--- src/rtl/led_dimmer_pkg.sv ---
`default_nettype none
// ============================================================================
// Module      : led_dimmer_pkg
// Description : Config register layout, reset constants and helpers for led_dimmer.
// Revision    : 1.0 - initial release
// ============================================================================
package led_dimmer_pkg;

    localparam int PRESCALE_DEFAULT = 4;

    localparam int BRIGHT_LSB   = 0;
    localparam int BRIGHT_W     = 8;
    localparam int RATE_LSB     = 8;
    localparam int RATE_W       = 4;
    localparam int BLINK_EN_BIT = 12;
    localparam int CFG_W        = 13;

    localparam logic [15:0] CFG_RESET = 16'h00FF;

    typedef struct packed {
        logic                blink_en;
        logic [RATE_W-1:0]   blink_rate;
        logic [BRIGHT_W-1:0] brightness;
    } cfg_t;

    localparam cfg_t CFG_RESET_C = cfg_t'(CFG_RESET[CFG_W-1:0]);

    function automatic logic [15:0] cfg_word(input cfg_t c);
        return {{(16-CFG_W){1'b0}}, c};
    endfunction

endpackage
`default_nettype wire

--- src/rtl/led_pwm_timebase.sv ---
`default_nettype none
// ============================================================================
// Module      : led_pwm_timebase
// Description : Prescaler plus free-running 8-bit PWM counter with period-start strobe.
// Revision    : 1.0 - initial release
// ============================================================================
module led_pwm_timebase #(
    parameter int PRESCALE = 4
) (
    input  logic       clock,
    input  logic       reset,
    output logic [7:0] pwmCnt,
    output logic       periodStart
);

    localparam int PW = (PRESCALE > 1) ? $clog2(PRESCALE) : 1;

    logic [PW-1:0] presc;
    logic          tick;

    assign tick        = (presc == PW'(PRESCALE - 1));
    assign periodStart = tick && (pwmCnt == 8'hFF);

    always_ff @(posedge clock or posedge reset) begin
        if (reset) begin
            presc  <= '0;
            pwmCnt <= '0;
        end else begin
            presc <= tick ? '0 : presc + 1'b1;
            if (tick) begin
                pwmCnt <= pwmCnt + 8'd1;
            end
        end
    end

endmodule
`default_nettype wire

--- src/rtl/led_dimmer.sv ---
`default_nettype none
// ============================================================================
// Module      : led_dimmer
// Description : PWM dimmer/blinker for an 8-bit LED pattern with a bus config register.
//               Blink logic is built only when LED_DIMMER_BLINK_EN is defined.
// Revision    : 1.0 - initial release
// ============================================================================
module led_dimmer
    import led_dimmer_pkg::*;
#(
    parameter int PRESCALE = PRESCALE_DEFAULT
) (
    input  logic        clock,
    input  logic        reset,
    input  logic [7:0]  ledIn,
    input  logic [15:0] dataIn,
    input  logic        Write,
    input  logic        Read,
    output logic [15:0] dataOut,
    output logic        Ack,
    output logic [7:0]  ledOut
);

    cfg_t       cfg;
    cfg_t       wr_cfg;
    logic [7:0] active_bright;
    logic [7:0] pwm_cnt;
    logic       period_start;
    logic       blink_phase;
    logic       on;

    led_pwm_timebase #(
        .PRESCALE (PRESCALE)
    ) u_timebase (
        .clock       (clock),
        .reset       (reset),
        .pwmCnt      (pwm_cnt),
        .periodStart (period_start)
    );

`ifdef LED_DIMMER_BLINK_EN
    logic       unused_data;
    logic [7:0] period_cnt;

    assign wr_cfg      = cfg_t'(dataIn[CFG_W-1:0]);
    assign unused_data = ^dataIn[15:CFG_W];

    // Blink fields are only sampled at period start, i.e. exactly when they
    // would enter the active shadow, so cfg itself serves as that shadow here.
    always_ff @(posedge clock or posedge reset) begin
        if (reset) begin
            period_cnt  <= '0;
            blink_phase <= 1'b1;
        end else if (period_start) begin
            if (!cfg.blink_en) begin
                blink_phase <= 1'b1;
                period_cnt  <= period_cnt + 8'd1;
            end else if (period_cnt == {cfg.blink_rate, 4'hF}) begin
                blink_phase <= ~blink_phase;
                period_cnt  <= '0;
            end else begin
                period_cnt  <= period_cnt + 8'd1;
            end
        end
    end
`else
    logic unused_data;

    assign wr_cfg      = '{blink_en: 1'b0, blink_rate: '0, brightness: dataIn[BRIGHT_W-1:0]};
    assign unused_data = ^dataIn[15:RATE_LSB];
    assign blink_phase = 1'b1;
`endif

    // 0xFF must force on because pwm_cnt never exceeds 255.
    always_comb begin
        on = (active_bright == 8'hFF) || (pwm_cnt < active_bright);
    end

    assign dataOut = cfg_word(cfg);

    always_ff @(posedge clock or posedge reset) begin
        if (reset) begin
            cfg           <= CFG_RESET_C;
            active_bright <= CFG_RESET_C.brightness;
            Ack           <= 1'b0;
            ledOut        <= 8'h00;
        end else begin
            Ack    <= Write | Read;
            ledOut <= ledIn & {8{on & blink_phase}};
            if (Write) begin
                cfg <= wr_cfg;
            end
            if (period_start) begin
                active_bright <= cfg.brightness;
            end
        end
    end

endmodule
`default_nettype wire

--- config.mk ---
export PLATFORM = sky130hd
export DESIGN_NAME = led_dimmer
export DESIGN_NICKNAME = d
export VERILOG_FILES = /design/src/rtl/led_dimmer_pkg.sv /design/src/rtl/led_pwm_timebase.sv /design/src/rtl/led_dimmer.sv
export SDC_FILE = /design/constraint.sdc
export NUM_CORES = 1
export LEC_CHECK = 0
export CAP_MARGIN = 20
export CORE_UTILIZATION = 46
export DETAILED_ROUTE_END_ITERATION = 16
export PLACE_DENSITY = 0.84
export SETUP_SLACK_MARGIN = 0.5
export SLEW_MARGIN = 20
export SYNTH_ARGS = -nofsm -noshare
export SYNTH_HDL_FRONTEND = slang
export SYNTH_SLANG_ARGS = --single-unit
--- constraint.sdc ---
create_clock -name clock -period 3.6 [get_ports clock]
set_clock_uncertainty 0.2 [all_clocks]
set_input_delay 0.72 -clock clock [delete_from_list [all_inputs] [get_ports clock]]
set_output_delay 0.72 -clock clock [all_outputs]
set_load 0.03 [all_outputs]
==> out/summary.txt, run 1 <==
outcome - finished, final reports clean
first-pass GRT wire length - 4550 µm
top-count cell post-synth - dfrtp_1
Die Ht - 61.9 µm
worst hold path class - register to register
# fillers - 265
leak pwr - 0.000910 µW
overall global routing resource usage - 16.9%
Worst slew margin - 48.8%
Mapped Avg Cell Area - 13.8 µm²
Async SR Flop Fraction - 100%
Final Hold Slack - 0.244 ns
Post-synth top cells - dfrtp_1, dfstp_2, ha_1, inv_1, mux2_2
nature of the critical path startpoint - register
Synth Area in Adders - 6.81%
Hold Startpoint - u_timebase.presc[0]$_DFF_PP0_
n_diodes - 0
layout cell share with drive strength beyond 1 - 28.2%
final net count - 199
drt via density - 4.79
Post-Place Cell Area - 2040 µm²
post-synthesis sequential area ratio - 54.2%
Post-Syn Area - 1650 µm²
vias in the first global route - 1043
measured slew at the worst slew-check pin - 0.764 ns
reg-to-reg endpoint - ledOut[7]$_DFF_PP0_
antenna violations before repair - 0
clock latency on the worst-skew pair - 0.33 ns
CTS root buf - clkbuf_4
Post-CTS Setup Bufs - 0
R2R depth - 5
first-pass iteration count of the detailed router - 4
# DRC - 0
crit-path leading delay family - buffers and inverters
Congestion Overflow GR - 0
Post-Route WL - 2800 µm
VDD IR-drop max - 292 µV
Post-synth EDFFs - 0
CTS clk-pin slew, worst paths - 0.10 ns
top cells by area, synth - dfrtp_1, dfstp_2, mux2_4
post-layout power - 707 µW
initial core utilization - 48.8%
Levels on crit path - 1
Final min period - 2.48 ns
register bit total from synthesis - 35
hold_buf cts - 0
dpl hpwl - 2120 µm
drt initial violations - 18
Hold Crit Depth - 1
CP max-delay cell - clkdlybuf4s50_1
drt wl/cell - 13.4 µm
fmax - 404 MHz
final setup violation count - 0
fin. max-slew vios - 0
max cap viols - 0
Setup TNS Final - 0 ns
largest net degree at the start of global routing - 36
global route hottest layer - met2
CP endpoint kind - primary output
Synth Area in Compound Gates - 4.31%
GR Util met3 - 4.55%
Max FO, Critical Path - 3
# IOs - 53
CTS max path bufs - 2
Via Count - 1002
worst path cell trace - clkdlybuf4s50_1
clock sink count - 35
Top FF cell, synth - dfrtp_1
final hold violations - 0
cell taking the most area after synthesis - dfrtp_1
worst r2r src - active_bright[7]$_DFFE_PP1P_
buffer and inverter count on the worst path - 1
PD cells - 338 nW/µm²
CTS tree - built
Tcrit/Tclk final - 68.8%
post-CTS resize count - 0
Port Buffers - 36
Layout Utilization - 61.7%
die width - 61.9 µm
Synth-to-Final Area Change - 26.5%
Synth Instances - 120
main combinational cell family by area after synthesis - multiplexers
Ys Warns - 0
cell area after layout - 2090 µm²
M1 GR Usage - 21.2%
reg2reg setup slack - 1.46 ns
Hold EP - u_timebase.presc[0]$_DFF_PP0_
Worst path max stage delay - 0.67 ns
Rows - 21
core box area - 3390 µm²
Synth Area in XOR/XNOR - 3.71%
Routed Antenna Nets - 0
RSZ-0062 raised after global routing - false
Crit Path Category - register to primary output
Worst EP required - 2.68 ns
top cell type's share of synthesized area - 28.8%
TritonCTS buffer count - 5
post-synthesis mux area share - 13.4%
total die area - 3840 µm²
Final GP Congestion - 0.878
CTS H-tree depth - 2
Synth Area in Simple Gates - 11.4%
post-synth cell types - 25
CP arrival - 1.56 ns
met2 Use GR - 27.4%
[how the worst max path moves through the flow]
stage	from	to	slack [ns]
global route	dataOut[4]$_DFFE_PP1P_	dataOut[4]	1.08
CTS	dataOut[6]$_DFFE_PP1P_	dataOut[6]	1.11
finish	dataOut[4]$_DFFE_PP1P_	dataOut[4]	1.12
floorplan	active_bright[7]$_DFFE_PP1P_	ledOut[0]$_DFF_PP0_	1.74
global placement	dataOut[4]$_DFFE_PP1P_	dataOut[4]	1.49
detailed placement	dataOut[6]$_DFFE_PP1P_	dataOut[6]	1.48
[registers in the layout, indices dropped and copies added (netlist names)]
name / cells
Ack: 1
active_bright: 8
dataOut: 8
ledOut: 8
u_timebase.presc: 2
u_timebase.pwmCnt: 8
[cell usage in the layout, fill, tap and decap left out, drive strengths merged]
cell,count
mux2,17
xnor2,4
clkdlybuf4s50,36
clkbuf,7
nand3,1
a21oi,1
conb,8
inv,9
clkinv,1
nand2b,1
ha,9
nand4,6
dfrtp,19
nor3b,8
and3,2
o21ai,1
xor2,3
nor2,4
a2111oi,2
or2,1
nand2,5
dfstp,16
buf,1
a31oi,1
[kinds of logic after synthesis]
logic type | after synthesis
compound gates | 5
buf+inv | 18
simple gates | 28
other cells | 1
flops | 35
mux | 17
fa+ha+maj | 9
xor+xnor | 7
[stage by stage]
step | cells | setup WS [ns]
4_1_cts | 209 | 1.11
5_1_grt | 209 | 1.08
2_1_floorplan | 127 | 1.74
6_report | 209 | 1.12
3_5_place_dp | 201 | 1.48
3_3_place_gp | 201 | 1.49
[power breakdown]
group	internal [µW]	switching (µW)
clock network	76.1	122
logic	44.2	48.3
registers	410	7.07
[cell type report]
| type | count | area, µm² | area share (%) |
|---|---|---|---|
| sequential | 35 | 896 | 42.8 |
| multi-input combinational | 74 | 686 | 32.8 |
| timing repair buffer | 37 | 368 | 17.6 |
| tap | 46 | 57.6 | 2.75 |
| clock buffer | 7 | 45.0 | 2.15 |
| inverter | 9 | 33.8 | 1.62 |
| clock inverter | 1 | 5.00 | 0.239 |
[routing by layer]
layer  up-vias  share of wire, %
met5         -                 0
met3         7               3.5
li1        481                 -
met4         0               1.8
met1       487                44
met2        27                51
Power figures use the tool's default switching activity.
==> inputs of run 2 (changes only) <==
CORE_UTILIZATION = 41   (was 46)
PLACE_DENSITY = 0.79   (was 0.84)
clock period = 2.2 ns   (was 3.6 ns; I/O delays follow)
==> run 2 against run 1 <==
Wire length increased by 15%. Highest routed layer unchanged. Largest power group unchanged. Global-route usage increased by 0.76 points. Die area increased by 12%.
==> out/summary.txt, run 2 (synthesized netlist as in run 1, its figures left out) <==
Final Hold Slack - 0.267 ns (was 0.244 ns)
initial core utilization - 43.8% (was 48.8%)
max cap viols - 0 (unchanged)
reg2reg setup slack - 0.36 ns (was 1.46 ns)
outcome - finished, final reports clean (unchanged)
first-pass iteration count of the detailed router - 3 (was 4)
Congestion Overflow GR - 0 (unchanged)
CTS max path bufs - 2 (unchanged)
fmax - 543 MHz
hold_buf cts - 0 (unchanged)
PD cells - 571 nW/µm² (was 338 nW/µm²)
final net count - 214 (was 199)
post-layout power - 1380 µW (was 707 µW)
CTS tree - built (unchanged)
crit-path leading delay family - flip-flops (was buffers and inverters)
Routed Antenna Nets - 0 (unchanged)
Port Buffers - 36 (unchanged)
VDD IR-drop max - 354 µV (was 292 µV)
CTS root buf - clkbuf_8 (was clkbuf_4)
first-pass GRT wire length - 5580 µm (was 4550 µm)
die width - 65.5 µm (was 61.9 µm)
Rows - 22 (was 21)
fin. max-slew vios - 0 (unchanged)
worst path cell trace - inv_2 > ha_4 > o21ai_2 > a2111oi_4 > buf_6 > nor3b_2 (was clkdlybuf4s50_1)
Crit Path Category - register to register (was register to primary output)
vias in the first global route - 1188 (was 1043)
TritonCTS buffer count - 5 (unchanged)
nature of the critical path startpoint - register (unchanged)
Final GP Congestion - 0.906 (was 0.878)
CP arrival - 1.81 ns (was 1.56 ns)
core box area - 3770 µm² (was 3390 µm²)
clock sink count - 35 (unchanged)
Via Count - 1086 (was 1002)
final hold violations - 0 (unchanged)
worst r2r src - active_bright[3]$_DFFE_PP1P_ (was active_bright[7]$_DFFE_PP1P_)
CP max-delay cell - dfstp_2 (was clkdlybuf4s50_1)
clock latency on the worst-skew pair - 0.29 ns (was 0.33 ns)
# IOs - 53 (unchanged)
CTS clk-pin slew, worst paths - 0.07 ns (was 0.10 ns)
fraction of power spent switching nets - 22.0% (was 25.0%)
buffer and inverter count on the worst path - 2 (was 1)
drt via density - 4.81 (was 4.79)
Int Power - 1070 µW (was 530 µW)
Tcrit/Tclk final - 83.7%
CP endpoint kind - register (was primary output)
largest net degree at the start of global routing - 23 (was 36)
Die Ht - 65.5 µm (was 61.9 µm)
antenna violations before repair - 0 (unchanged)
most frequent cells in the layout - clkdlybuf4s50_1, dfrtp_1, dfstp_2 (unchanged)
Setup TNS Final - 0 ns (unchanged)
commonest non-fill, non-tap cell in the layout - clkdlybuf4s50_1 (unchanged)
CTS H-tree depth - 2 (unchanged)
Max FO, Critical Path - 8 (was 3)
reg-to-reg endpoint - ledOut[7]$_DFF_PP0_ (unchanged)
sw power - 303 µW (was 177 µW)
final setup violation count - 0 (unchanged)
leak pwr - 0.00107 µW (was 0.000910 µW)
Logic pwr share - 10.3% (was 13.1%)
RSZ-0062 raised after global routing - true (was false)
Worst EP required - 2.17 ns (was 2.68 ns)
drt wl/cell - 14.3 µm (was 13.4 µm)
n_diodes - 0 (unchanged)
total die area - 4290 µm² (was 3840 µm²)
# DRC - 0 (unchanged)
Flop pwr share - 49.7% (was 59.0%)
layout cell share with drive strength beyond 1 - 53.9% (was 28.2%)
worst hold path class - input port to asynchronous set/reset pin (was register to register)
overall global routing resource usage - 17.6% (was 16.9%)
Post-Route WL - 3240 µm (was 2800 µm)
dpl hpwl - 2130 µm (was 2120 µm)
Worst path max stage delay - 0.55 ns (was 0.67 ns)
R2R depth - 6 (was 5)
drt initial violations - 25 (was 18)
Synth-to-Final Area Change - 45.9% (was 26.5%)
Final min period - 1.84 ns
clock power share - 40.0% (was 28.0%)
==> run 2: repair_timing <==
action | 4_1_cts | 5_1_grt
setup endpoints to repair | 33 | 21
cloned | 0 | 0
endpoints found under the hold margin | 0 | 0
resized for setup | 67 | 15
setup buffers | 10 | 4
pin swaps | 14 | 6
==> run 2: layout make-up <==
class	instances	area, µm²
Clock inverter	1	30.0
Multi-Input combinational cell	74	857
Clock buffer	7	76.3
Sequential cell	35	897
Fill cell	250	1360
Timing Repair Buffer	52	457
Tap cell	48	60.1
Inverter	9	33.8
==> run 2: worst max path at each step <==
stage                     cells after the start                          from                  end  slack [ns]
after floorplan                               5  active_bright[2]$_DFFE_PP1P_  ledOut[0]$_DFF_PP0_        0.39
after global placement                        5  active_bright[7]$_DFFE_PP1P_  ledOut[2]$_DFF_PP0_        0.27
after detailed placement                      5  active_bright[7]$_DFFE_PP1P_  ledOut[4]$_DFF_PP0_        0.19
after CTS                                     1        dataOut[7]$_DFFE_PP1P_           dataOut[7]        0.32
after global routing                          6  active_bright[3]$_DFFE_PP1P_  ledOut[5]$_DFF_PP0_        0.31
final                                         6  active_bright[3]$_DFFE_PP1P_  ledOut[7]$_DFF_PP0_        0.36
==> run 2: tightest hold or removal path: cells and delay by family <==
family / cells / cell delay (ns)
buf+inv: 3 / 0.68
==> run 2: power groups by stage <==
stage               combinational [µW]  clock, µW  sequential [µW]
detailed placement                 153          0              695
floorplan                         59.5          0              726
CTS                                140        566              684
finish                             141        551              684
global route                       152        595              686
global placement                   151          0              694
==> run 2: stage by stage <==
| stage | cells | utilization [%] | setup WS [ns] | cell area (µm²) |
|---|---|---|---|---|
| 2_1_floorplan | 127 | - | 0.394 | 1700 |
| 3_3_place_gp | 204 | 55.0 | 0.268 | 2070 |
| 3_5_place_dp | 204 | 55.0 | 0.193 | 2070 |
| 4_1_cts | 222 | 61.6 | 0.316 | 2320 |
| 5_1_grt | 226 | 63.9 | 0.307 | 2410 |
| 6_report | 226 | 63.9 | 0.359 | 2410 |
==> run 2: layer usage <==
metal	global-route usage [%]	share of wire, %	up-vias
li1	-	-	513
met1	21.7	43	535
met2	29.1	52	34
met3	5.56	3.8	4
met4	5.98	1.1	0
met5	0	0	-
